### config.mk
export PLATFORM = sky130hd
export DESIGN_NAME = ram_access_controller
export DESIGN_NICKNAME = d
export VERILOG_FILES = /design/src/rtl/ram_access_controller.sv
export SDC_FILE = /design/constraint.sdc
export NUM_CORES = 1
export LEC_CHECK = 0
export ABC_CLOCK_PERIOD_IN_PS = 2310
export CORE_MARGIN = 1.5
export CORE_UTILIZATION = 57
export DETAILED_ROUTE_END_ITERATION = 10
export PLACE_DENSITY = 0.85
export SYNTH_ARGS = -nofsm -noshare
export SYNTH_HDL_FRONTEND = slang
export SYNTH_SLANG_ARGS = --single-unit
### constraint.sdc
create_clock -name clk -period 2.31 [get_ports clk]
set_clock_uncertainty 0.2 [all_clocks]
set_input_delay 0.231 -clock clk [delete_from_list [all_inputs] [get_ports clk]]
set_output_delay 0.231 -clock clk [all_outputs]
set_load 0.005 [all_outputs]
### src/rtl/ram_access_controller.sv
// ram_access_controller
//
// Drives the address, data and write-enable pins of a 32 x 4 RAM from slow,
// asynchronous front-panel controls. The controller has three modes:
//   - manual: address and data follow the switches
//   - write:  one write pulse for each press of key_write
//   - scan:   the address steps through 0..31 so the RAM contents can be read
// With MEM_CLEAR_EN defined, a press of key_clear writes zero to all 32 words.
//
// Optional feature macro: MEM_CLEAR_EN (adds the CLEAR state and the key_clear path).
//
// Parameters:
//   SCAN_DIV     clock cycles per scan address step (2 .. 2^26-1)
//   SYNC_STAGES  flop depth of each input synchronizer (>= 2)
//
// Ports:
//   clk        system clock; all state changes on its rising edge
//   reset      asynchronous, active-high reset
//   sw_addr    manual address switches (async)
//   sw_data    manual write-data switches (async)
//   key_write  write pushbutton, active high (async)
//   key_clear  clear pushbutton, active high (async); ignored without MEM_CLEAR_EN
//   scan_mode  1 = auto-scan read, 0 = manual (async level)
//   address    registered RAM address
//   data       registered RAM write data
//   wren       registered RAM write enable
//   busy       registered; high while a clear sequence runs
module ram_access_controller #(
   parameter int unsigned SCAN_DIV    = 50000000,
   parameter int unsigned SYNC_STAGES = 2
) (
   input  logic       clk,
   input  logic       reset,
   input  logic [4:0] sw_addr,
   input  logic [3:0] sw_data,
   input  logic       key_write,
   input  logic       key_clear,
   input  logic       scan_mode,
   output logic [4:0] address,
   output logic [3:0] data,
   output logic       wren,
   output logic       busy
);

   localparam int unsigned DivW = 26;

   // Bundled async inputs: [4:0] addr, [8:5] data, [9] write, [10] scan, [11] clear.
`ifdef MEM_CLEAR_EN
   localparam int unsigned InW = 12;
`else
   localparam int unsigned InW = 11;
`endif

   typedef enum logic [1:0] {
`ifdef MEM_CLEAR_EN
      StClear,
`endif
      StIdle,
      StWrite,
      StScan
   } state_e;

   logic [InW-1:0]         in_raw;
   logic [InW-1:0]         sync_q [SYNC_STAGES];
   logic [InW-1:0]         sync_last;
   logic [SYNC_STAGES-1:0] valid_q;
   logic                   sync_valid;

   logic [4:0]             addr_sync;
   logic [3:0]             data_sync;
   logic                   wr_sync;
   logic                   scan_sync;

   logic                   wr_prev_q;
   logic                   wr_armed_q;
   logic                   wr_edge;

   state_e                 state_q;
   logic [4:0]             address_q;
   logic [3:0]             data_q;
   logic                   wren_q;
   logic                   busy_q;
   logic [DivW-1:0]        div_q;

`ifdef MEM_CLEAR_EN
   logic                   clr_sync;
   logic                   clr_prev_q;
   logic                   clr_armed_q;
   logic                   clr_edge;
   logic [4:0]             clr_cnt_q;

   assign in_raw = {key_clear, scan_mode, key_write, sw_data, sw_addr};
`else
   logic                   unused_key_clear;

   assign unused_key_clear = key_clear;
   assign in_raw = {scan_mode, key_write, sw_data, sw_addr};
`endif

   // Input synchronizers. valid_q marks when the last stage holds a real
   // post-reset sample rather than the reset zeros still draining out.
   always_ff @(posedge clk or posedge reset) begin
      if (reset) begin
         for (int unsigned i = 0; i < SYNC_STAGES; i++) begin
            sync_q[i] <= '0;
         end
         valid_q <= '0;
      end else begin
         sync_q[0] <= in_raw;
         for (int unsigned i = 1; i < SYNC_STAGES; i++) begin
            sync_q[i] <= sync_q[i-1];
         end
         valid_q <= {valid_q[SYNC_STAGES-2:0], 1'b1};
      end
   end

   assign sync_last  = sync_q[SYNC_STAGES-1];
   assign sync_valid = valid_q[SYNC_STAGES-1];
   assign addr_sync  = sync_last[4:0];
   assign data_sync  = sync_last[8:5];
   assign wr_sync    = sync_last[9];
   assign scan_sync  = sync_last[10];

   // Rising-edge detect. The armed flag needs a genuine low sample first, so
   // a key held down through reset release does not count as a press.
   always_ff @(posedge clk or posedge reset) begin
      if (reset) begin
         wr_prev_q  <= 1'b0;
         wr_armed_q <= 1'b0;
      end else begin
         wr_prev_q <= wr_sync;
         if (sync_valid && !wr_sync) begin
            wr_armed_q <= 1'b1;
         end
      end
   end

   assign wr_edge = wr_sync & ~wr_prev_q & wr_armed_q;

`ifdef MEM_CLEAR_EN
   assign clr_sync = sync_last[11];

   always_ff @(posedge clk or posedge reset) begin
      if (reset) begin
         clr_prev_q  <= 1'b0;
         clr_armed_q <= 1'b0;
      end else begin
         clr_prev_q <= clr_sync;
         if (sync_valid && !clr_sync) begin
            clr_armed_q <= 1'b1;
         end
      end
   end

   assign clr_edge = clr_sync & ~clr_prev_q & clr_armed_q;
`endif

   // Main FSM with registered outputs.
   always_ff @(posedge clk or posedge reset) begin
      if (reset) begin
         state_q   <= StIdle;
         address_q <= '0;
         data_q    <= '0;
         wren_q    <= 1'b0;
         busy_q    <= 1'b0;
         div_q     <= '0;
`ifdef MEM_CLEAR_EN
         clr_cnt_q <= '0;
`endif
      end else begin
         unique case (state_q)
            StIdle: begin
`ifdef MEM_CLEAR_EN
               if (clr_edge) begin
                  state_q   <= StClear;
                  address_q <= '0;
                  data_q    <= '0;
                  wren_q    <= 1'b1;
                  busy_q    <= 1'b1;
                  clr_cnt_q <= '0;
               end else
`endif
               if (wr_edge) begin
                  state_q   <= StWrite;
                  address_q <= addr_sync;
                  data_q    <= data_sync;
                  wren_q    <= 1'b1;
               end else if (scan_sync) begin
                  state_q   <= StScan;
                  address_q <= '0;
                  div_q     <= '0;
                  wren_q    <= 1'b0;
               end else begin
                  address_q <= addr_sync;
                  data_q    <= data_sync;
                  wren_q    <= 1'b0;
               end
            end

            // Single write cycle; a pending scan request takes over right after.
            StWrite: begin
               wren_q <= 1'b0;
               if (scan_sync) begin
                  state_q   <= StScan;
                  address_q <= '0;
                  div_q     <= '0;
               end else begin
                  state_q   <= StIdle;
                  address_q <= addr_sync;
                  data_q    <= data_sync;
               end
            end

            // Write presses are deliberately dropped here, not queued.
            StScan: begin
               wren_q <= 1'b0;
`ifdef MEM_CLEAR_EN
               if (clr_edge) begin
                  state_q   <= StClear;
                  address_q <= '0;
                  data_q    <= '0;
                  wren_q    <= 1'b1;
                  busy_q    <= 1'b1;
                  clr_cnt_q <= '0;
               end else
`endif
               if (!scan_sync) begin
                  state_q   <= StIdle;
                  address_q <= addr_sync;
                  data_q    <= data_sync;
               end else if (div_q == DivW'(SCAN_DIV - 1)) begin
                  div_q     <= '0;
                  address_q <= address_q + 5'd1;
               end else begin
                  div_q <= div_q + DivW'(1);
               end
            end

`ifdef MEM_CLEAR_EN
            // All inputs are ignored until every word has been zeroed.
            StClear: begin
               if (clr_cnt_q == 5'd31) begin
                  state_q   <= StIdle;
                  wren_q    <= 1'b0;
                  busy_q    <= 1'b0;
                  address_q <= addr_sync;
                  data_q    <= data_sync;
               end else begin
                  clr_cnt_q <= clr_cnt_q + 5'd1;
                  address_q <= clr_cnt_q + 5'd1;
               end
            end
`endif

            default: begin
               state_q <= StIdle;
               wren_q  <= 1'b0;
               busy_q  <= 1'b0;
            end
         endcase
      end
   end

   assign address = address_q;
   assign data    = data_q;
   assign wren    = wren_q;
   assign busy    = busy_q;

endmodule

Word level (Yosys, flattened, before mapping)

Index checks and enable logic that the tools add are counted.

Output and inout port bits: 11
Word-level logic and storage cells: 52
Bits in registers: 64

Equality and inequality tests: 8
Add/sub/neg operators: 2
Bitwise operators: 3
Reductions and logical operators: 9
Multiplexer cells: 20

Operator list:

| operator              | number |
|---|---|
| $mux 26               | 4 |
| $pmux 26 s3           | 1 |
| $add 26x1->26 const B | 1 |
| $eq 26x26->1 const B  | 1 |
| $mux 5                | 4 |
| $pmux 5 s3            | 1 |
| $mux 2                | 4 |
| $mux 4                | 2 |
| $pmux 4 s2            | 1 |
| $ne 2x2->1 const B    | 3 |
| $ne 3x3->1 const B    | 2 |
| $pmux 2 s3            | 1 |
| $add 5x1->5 const B   | 1 |
| $reduce_and 2->1      | 2 |
| $reduce_and 3->1      | 1 |
| $reduce_bool 3->1     | 1 |
| $and 1x1->1           | 2 |
| $eq 2x1->1 const B    | 1 |
| $eq 2x2->1 const B    | 1 |
| $logic_not 2->1       | 1 |
| $mux 1                | 2 |
| $reduce_bool 2->1     | 1 |
| $reduce_or 2->1       | 1 |
| $logic_and 1x1->1     | 1 |
| 2 further kinds       | 2 |

Logic depth before layout (Yosys ltp)

Gate-level depths: netlist (run 1).

Depth after elaboration: 5
Gate-level depth with buffers: 8

Worst setup path before layout (run 1)

Ideal clock, no wire load.

Path kind: register to register
From: register state_q[0]
To: register div_q[6]
Period minus slack after synthesis: 2.066 ns
Slack: 0.244 ns
Setup time: 0.110 ns
Cell stages (with the launch flop): 9
Arrival: 1.756 ns
Cells stage by stage: dfrtp_1 -> inv_1 -> ha_1 -> nand4b_1 -> nand2_2 -> buf_2 -> clkbuf_1 -> o21ai_0 -> o41ai_1

Word-level cells in the longest chain between the ends: 3

RTL lines:

| element                                                          | RTL line | text |
|---|---|---|
| from (decl)                                                      | 78       | `state_e state_q;` |
| from (signal assigned)                                           | 161      | `state_q <= StIdle;` |
| from (signal assigned)                                           | 184      | `state_q <= StWrite;` |
| from (signal assigned)                                           | 189      | `state_q <= StScan;` |
| $eq 2x2->1, or another cell as far along                         | 171      | `unique case (state_q)` |
| $ne 2x2->1 (no line) / $reduce_bool 3->1 (equally long branches) | --       |  |
| $reduce_and 3->1 (no line)                                       | --       |  |
| to (signal assigned)                                             | 235      | `div_q <= div_q + DivW'(1);` |
| to (decl)                                                        | 83       | `logic [DivW-1:0] div_q;` |

Several ways; a longest one is shown, not always the timed one.
A chain may end at the register's enable or synchronous reset.

Worst setup path after layout (run 1)

From: register state_q[0]
To: register div_q[18]

The elaborated chain is that of the path after synthesis.

==> impl_metrics.toml, run 1 <==
[place]
hpwl_reported_at_the_end_of_detailed_placement_um = 3670
dp_worst_slack_ns = 0.0881
port_bufs = 22
place_area_mm2 = 0.00328
gp_routability_congestion = 0.841

[cells_and_area]
final_nets = 328
fin_area_mm2 = 0.00356
multi_input_area_mm2 = 0.00127
diodes = 0
area_growth_syn_to_layout_pct = 20.3
n_fill_cell = 371
fraction_of_layout_cells_with_a_size_suffix_above_1_pct = 15.1
ff_latch_area_mm2 = 0.00160

[clock_network]
cts_buffers = 9
cts.path.max_buffers = 2
cts_root_buf = "sky130_fd_sc_hd__clkbuf_8"
cts_clock_pin_slew_for_the_worst_setup_and_hold_paths_ns = 0.07
cts.sinks = 64
source_to_sink_clock_delay_at_the_later_pin_of_the_worst_skew_pair_ns = 0.34
clock_tree.htree_level_count = 3
cts_tree = "done"
cts_hold_buffers = 0

[status]
status = "completed"

[logic_synthesis]
synthesis.area_mm2 = 0.00296
synth_edf_count = 0
synth.net_count = 293
avgSynthCellArea_um2 = 10.9
synth_cell_type_count = 50
synth_seq_area_share_pct = 54.2
synth-async-reset-ratio_pct = 100
yosys_register_bits = 64
synthesized_netlist_cell_count = 272
synth-main-ff-cell = "sky130_fd_sc_hd__dfrtp_1"
synthesis.yosys.warnings = 0

[timing]
tns_ns = 0
achievable-frequency_mhz = 439
layout_setup_ws_ns = 0.0335
report.final.hold_viol_count = 0
layout_worst_path_cycle_share_pct = 98.6
post_layout_min_period_ns = 2.28
timing.final.setup_violations = 0
finalMaxSlewViolations = 0

[grt]
antenna_found_initial = 0
grt_max_degree = 65
grt_pass1_wl_um = 9500
overall_fraction_of_global_route_tracks_in_use_pct = 22.8
overflow = 0
vias_in_the_first_global_route = 2084

[power]
ir_worst_vdd_v = 0.000662
powerDensity_mw_per_mm2 = 920
static-leakage-power_nw = 1.50

[setup_path]
critPathBufInv = 1
timing.critical_path.slowest_stage_cell = "sky130_fd_sc_hd__dfrtp_1"
family_of_cells_with_the_greatest_summed_delay_on_the_critical_path = "simple AND/OR/NAND/NOR gates"
worst-endpoint-arrival_ns = 2.29
cp_cell_sequence = "inv_1 -> ha_1 -> nand4b_1 -> nand2_4 -> nor4_1 -> xnor2_1 -> nor2_1"
crit_required_ns = 2.33
timing.setup.critical_path_class = "reg -> reg"
timing.critical_path.to_type = "flop"
critical-path-max-stage-delay_ns = 0.43
crit_path_start_kind = "flop"
critPathMaxFanout = 9

[drt]
wl_um = 6090
drc = 0
vias_per_cell = 5.76
initial_drt_markers = 188
detail_route.first_pass.iterations = 4
wl_per_cell_um = 16.0
ant_nets = 0
dr_total_vias = 2199

[floorplanning]
die_x_um = 75.0
effective_utilization_at_floorplan_pct = 58.6
die-height_um = 75.0
die-area_mm2 = 0.00563
core_region_area_mm2 = 0.00504
rows = 26
pin_count = 25

[flow_run]
number_of_max_capacitance_violations_reported = 0

[hold_path]
min-delay-path-class = "in -> async"
==> area by class of cell <==
class                   count  share of cell area [%]
repair buffers             34                    9.07
clock buffers              10                    3.87
flip-flops and latches     64                    45.0
clock inverters             6                    2.57
multi-input cells         187                    35.8
well taps                  70                    2.46
inverters                  11                    1.16
==> power by group <==
group / internal (mW) / total, mW / switching, mW
registers: 1.23 / 1.34 / 0.104
logic: 0.384 / 0.856 / 0.472
clock network: 0.640 / 1.08 / 0.441
==> sequential cells by signal, summed over array words and instances, names as in the netlist <==
register,flops
div_q,26
sync_last,11
sync_q,11
address,5
data,4
state_q,2
valid_q,2
wr_armed_q,1
wr_prev_q,1
wren,1
==> final timing paths <==
| kind | start | end | slack, ns | cells after the start |
|---|---|---|---|---|
| max | state_q[0] | div_q[18] | 0.03 | 7 |
| min | reset | valid_q[0] | 0.07 | 3 |
| max reg2reg | state_q[0] | div_q[18] | 0.03 | 7 |
| min reg2reg | sync_q[16] | sync_last[5] | 0.15 | 0 |
| max in group asynchronous | reset | div_q[20] | 1.56 | 3 |
| min in group clk | sw_data[1] | sync_q[17] | 0.13 | 1 |
==> synth_stat cells, types with 2 or more instances <==
library cell	count	area [um2]
sky130_fd_sc_hd__o21ai_0	12	60.1
sky130_fd_sc_hd__o311ai_1	2	17.5
sky130_fd_sc_hd__a21oi_1	7	35.0
sky130_fd_sc_hd__a22o_1	3	26.3
sky130_fd_sc_hd__xor2_1	2	17.5
sky130_fd_sc_hd__nor4_4	3	63.8
sky130_fd_sc_hd__nand3_1	14	70.1
sky130_fd_sc_hd__nand2_1	27	101
sky130_fd_sc_hd__o31ai_1	5	37.5
sky130_fd_sc_hd__and4_1	3	26.3
sky130_fd_sc_hd__or3_1	2	12.5
sky130_fd_sc_hd__a21o_1	2	15.0
sky130_fd_sc_hd__nor4_1	4	25.0
sky130_fd_sc_hd__a31oi_1	3	18.8
sky130_fd_sc_hd__conb_1	2	7.51
sky130_fd_sc_hd__xnor2_1	15	131
sky130_fd_sc_hd__nand4_2	2	25.0
sky130_fd_sc_hd__inv_1	11	41.3
sky130_fd_sc_hd__mux2_2	4	45.0
sky130_fd_sc_hd__nor2_1	28	105
sky130_fd_sc_hd__clkbuf_1	4	15.0
sky130_fd_sc_hd__ha_1	7	87.6
sky130_fd_sc_hd__dfrtp_1	64	1600
sky130_fd_sc_hd__and3_1	2	12.5
sky130_fd_sc_hd__a22oi_1	4	30.0
sky130_fd_sc_hd__buf_6	2	22.5
sky130_fd_sc_hd__nand4_1	8	50.1
sky130_fd_sc_hd__nor3_1	6	30.0
sky130_fd_sc_hd__buf_2	3	15.0
==> cells in the final DEF (no fill, tap or decap), types with 2 or more instances in the layout <==
cell,instances
sky130_fd_sc_hd__xnor2_1,15
sky130_fd_sc_hd__a22oi_1,4
sky130_fd_sc_hd__nor4_1,4
sky130_fd_sc_hd__dfrtp_1,64
sky130_fd_sc_hd__a22o_1,3
sky130_fd_sc_hd__inv_1,10
sky130_fd_sc_hd__o31ai_1,5
sky130_fd_sc_hd__nand2_1,27
sky130_fd_sc_hd__mux2_2,4
sky130_fd_sc_hd__conb_1,2
sky130_fd_sc_hd__o311ai_1,2
sky130_fd_sc_hd__nor2_1,28
sky130_fd_sc_hd__xor2_1,2
sky130_fd_sc_hd__a21o_1,2
sky130_fd_sc_hd__clkinvlp_4,3
sky130_fd_sc_hd__and3_1,2
sky130_fd_sc_hd__a21oi_1,7
sky130_fd_sc_hd__bufinv_16,2
sky130_fd_sc_hd__nand4_1,8
sky130_fd_sc_hd__and4_1,3
sky130_fd_sc_hd__clkbuf_8,10
sky130_fd_sc_hd__nand3_1,14
sky130_fd_sc_hd__buf_4,11
sky130_fd_sc_hd__o21ai_0,11
sky130_fd_sc_hd__or3_1,2
sky130_fd_sc_hd__nor3_1,6
sky130_fd_sc_hd__a31oi_1,3
sky130_fd_sc_hd__ha_1,7
sky130_fd_sc_hd__nor4_4,3
sky130_fd_sc_hd__clkdlybuf4s50_1,22
==> cells by family (layout without fill, tap and decap cells) <==
group | count (synthesis) | count (layout) | synth area share, %
AND/OR/NAND/NOR | 112 | 112 | 21.9
flip-flops | 64 | 64 | 54.2
AO/OA/AOI/OAI | 45 | 45 | 10.7
buffers and inverters | 21 | 61 | 3.43
XOR/XNOR | 17 | 17 | 5.04
adder cells (fa/ha/maj) | 7 | 7 | 2.96
multiplexers | 4 | 4 | 1.52
other | 2 | 2 | 0.254
==> routing by layer <==
metal	global-route usage, %	vias to the layer above	wire, um
li1	-	1031	-
met1	29.4	1080	2610
met2	37.2	79	3110
met3	4.82	9	312
met4	10.5	0	64
met5	0	-	0
==> through the flow <==
stage / std cells / power [mW] / util (%) / hold slack (ns)
after floorplan: 272 / 1.86 / - / 0.0624
after global placement: 362 / 2.11 / 65.0 / 0.131
after detailed placement: 362 / 2.15 / 65.0 / 0.136
after CTS: 378 / 3.25 / 69.5 / 0.0793
after global routing: 382 / 3.44 / 70.5 / 0.0930
final: 382 / 3.27 / 70.5 / 0.0653
==> worst reg2reg max path: stages, from the launching register on <==
cell and delay, ns:
sky130_fd_sc_hd__dfrtp_1 0.43, sky130_fd_sc_hd__inv_1 0.10, sky130_fd_sc_hd__ha_1 0.25, sky130_fd_sc_hd__nand4b_1 0.30, sky130_fd_sc_hd__nand2_4 0.19, sky130_fd_sc_hd__nor4_1 0.42, sky130_fd_sc_hd__xnor2_1 0.20, sky130_fd_sc_hd__nor2_1 0.06
==> repair_timing <==
item,CTS,global route
resized for setup,0,5
setup buffers,0,4
setup endpoints to repair,0,20
Note: power is estimated with default switching activity, not from simulation.
==> run 2, diff against run 1 <==
Settings changed: CTS_CLUSTER_SIZE set to 16, SKIP_LAST_GASP set to 1.
==> impl_metrics.toml, run 2 (same netlist as run 1, synthesis figures left out) <==
[status]
status = "completed"

[timing]
report.final.hold_viol_count = 0
tns_ns = 0
post_layout_min_period_ns = 2.28
finalMaxSlewViolations = 0
achievable-frequency_mhz = 438
timing.final.setup_violations = 0
layout_worst_path_cycle_share_pct = 98.9
rsz0062_at_grt = "true"

[setup_path]
worst-endpoint-arrival_ns = 2.31
reg2reg_to = "div_q[18]"
family_of_cells_with_the_greatest_summed_delay_on_the_critical_path = "simple AND/OR/NAND/NOR gates"
cp_cell_sequence = "inv_1 -> ha_1 -> nand4b_1 -> nand2_4 -> nor4_1 -> xnor2_1 -> nor2_1"
timing.setup.critical_path_class = "reg -> reg"
critical-path-max-stage-delay_ns = 0.43
ff2ff_setup_slack_ns = 0.03
crit_required_ns = 2.33
critPathLaunch = "state_q[0]"
timing.critical_path.to_type = "flop"
critPathBufInv = 1
worst_setup_path_endpoint = "div_q[18]"
timing.critical_path.slowest_stage_cell = "sky130_fd_sc_hd__dfrtp_1"
rr_worst_depth = 7
crit_path_start_kind = "flop"
critPathMaxFanout = 9
path_depth = 7
worstReg2RegStart = "state_q[0]"

[power]
netSwitchingFraction_pct = 31.1
power.share.clock_pct = 33.1
power_frac_seq_pct = 40.8
power_frac_comb_pct = 26.1
power_report.internal_total_mw = 2.26
ir_worst_vdd_v = 0.000660
static-leakage-power_nw = 1.49
powerDensity_mw_per_mm2 = 920
netSwitchingPower_mw = 1.02

[floorplanning]
die-area_mm2 = 0.00563
die_x_um = 75.0
effective_utilization_at_floorplan_pct = 58.6
core_region_area_mm2 = 0.00504
die-height_um = 75.0
rows = 26
pin_count = 25

[cells_and_area]
final_common_cell = "sky130_fd_sc_hd__dfrtp_1"
fin_area_mm2 = 0.00356
n_fill_cell = 371
largest_reg_flops = 26
most-common-layout-cells = "sky130_fd_sc_hd__dfrtp_1 (64), sky130_fd_sc_hd__nor2_1 (28), sky130_fd_sc_hd__nand2_1 (27)"
diodes = 0
final_nets = 328
layoutNonFillerInstCount = 382
final_core_util_pct = 70.5
area_growth_syn_to_layout_pct = 20.3
fraction_of_layout_cells_with_a_size_suffix_above_1_pct = 15.1
largest-register = "div_q"

[grt]
overall_fraction_of_global_route_tracks_in_use_pct = 22.8
grt_pass1_wl_um = 9500
vias_in_the_first_global_route = 2084
antenna_found_initial = 0
grt_max_degree = 65
overflow = 0

[place]
gp_routability_congestion = 0.841
port_bufs = 22
hpwl_reported_at_the_end_of_detailed_placement_um = 3670
placed_cells = 362
place_area_mm2 = 0.00328

[drt]
dr_wl_met3_um = 312
wl_per_cell_um = 16.0
wl_um = 6090
dr_wl_met2_um = 3070
ant_nets = 0
top_layer_in_use = "met4"
drc = 0
m1WireLength_um = 2580
dr_total_vias = 2214
initial_drt_markers = 192
detail_route.first_pass.iterations = 4
vias_per_cell = 5.80

[hold_path]
min-delay-path-class = "in -> async"

[flow_run]
number_of_max_capacitance_violations_reported = 0

[clock_network]
cts_root_buf = "sky130_fd_sc_hd__clkbuf_8"
cts_buffers = 9
cts_clock_pin_slew_for_the_worst_setup_and_hold_paths_ns = 0.08
cts_hold_buffers = 0
cts.path.max_buffers = 2
cts_tree = "done"
clock_tree.htree_level_count = 3
cts.sinks = 64
source_to_sink_clock_delay_at_the_later_pin_of_the_worst_skew_pair_ns = 0.34
run 2: layout make-up:
type                       instances  area (um2)  share of cell area, %
inverter                          11        41.3                   1.16
tap                               70        87.6                   2.46
clock buffer                      10         138                   3.87
clock inverter                     6        91.3                   2.57
multi-input combinational        187        1270                   35.8
sequential                        64        1600                   45.0
timing repair buffer              34         323                   9.07
run 2: through the flow:
stage | setup WS [ns] | hold slack (ns) | total power, mW
finish | 0.0254 | 0.0655 | 3.27
detailed placement | 0.0881 | 0.136 | 2.15
CTS | 0.0277 | 0.0793 | 3.25
global route | -0.0688 | 0.0930 | 3.44
global placement | 0.146 | 0.131 | 2.11
floorplan | 0.244 | 0.0624 | 1.86
run 2: metal layers:
layer  global-route usage (%)  vias up
li1                         -     1031
met1                     29.4     1091
met2                     37.2       76
met3                     4.82       16
met4                     10.5        0
met5                        0        -
run 2: power by group through the flow:
stage                     registers [mW]  logic (mW)  clock network [mW]
after floorplan                     1.34       0.525                   0
after global placement              1.34       0.766                   0
after detailed placement            1.35       0.795                   0
after CTS                           1.33       0.810                1.10
after global routing                1.35       0.939                1.15
final                               1.33       0.853                1.08
run 2: tightest hold or removal path: stages:
cell	delay, ns
sky130_fd_sc_hd__clkdlybuf4s50_1	0.41
sky130_fd_sc_hd__inv_2	0.07
sky130_fd_sc_hd__buf_12	0.29
run 2: how the worst min path moves through the flow:
stage,slack (ns),endpoint,start,depth (start not counted)
finish,0.07,div_q[16],reset,3
global route,0.09,sync_q[20],reset,3
CTS,0.08,sync_q[20],reset,3
detailed placement,0.14,sync_last[9],sync_q[20],0
global placement,0.13,sync_last[5],sync_q[16],0
floorplan,0.06,sync_q[11],sw_addr[0],0
run 2: what timing repair did:
action	CTS	global route
buffers inserted	0	4
endpoints found under the setup margin	0	20
gates resized for setup	0	5
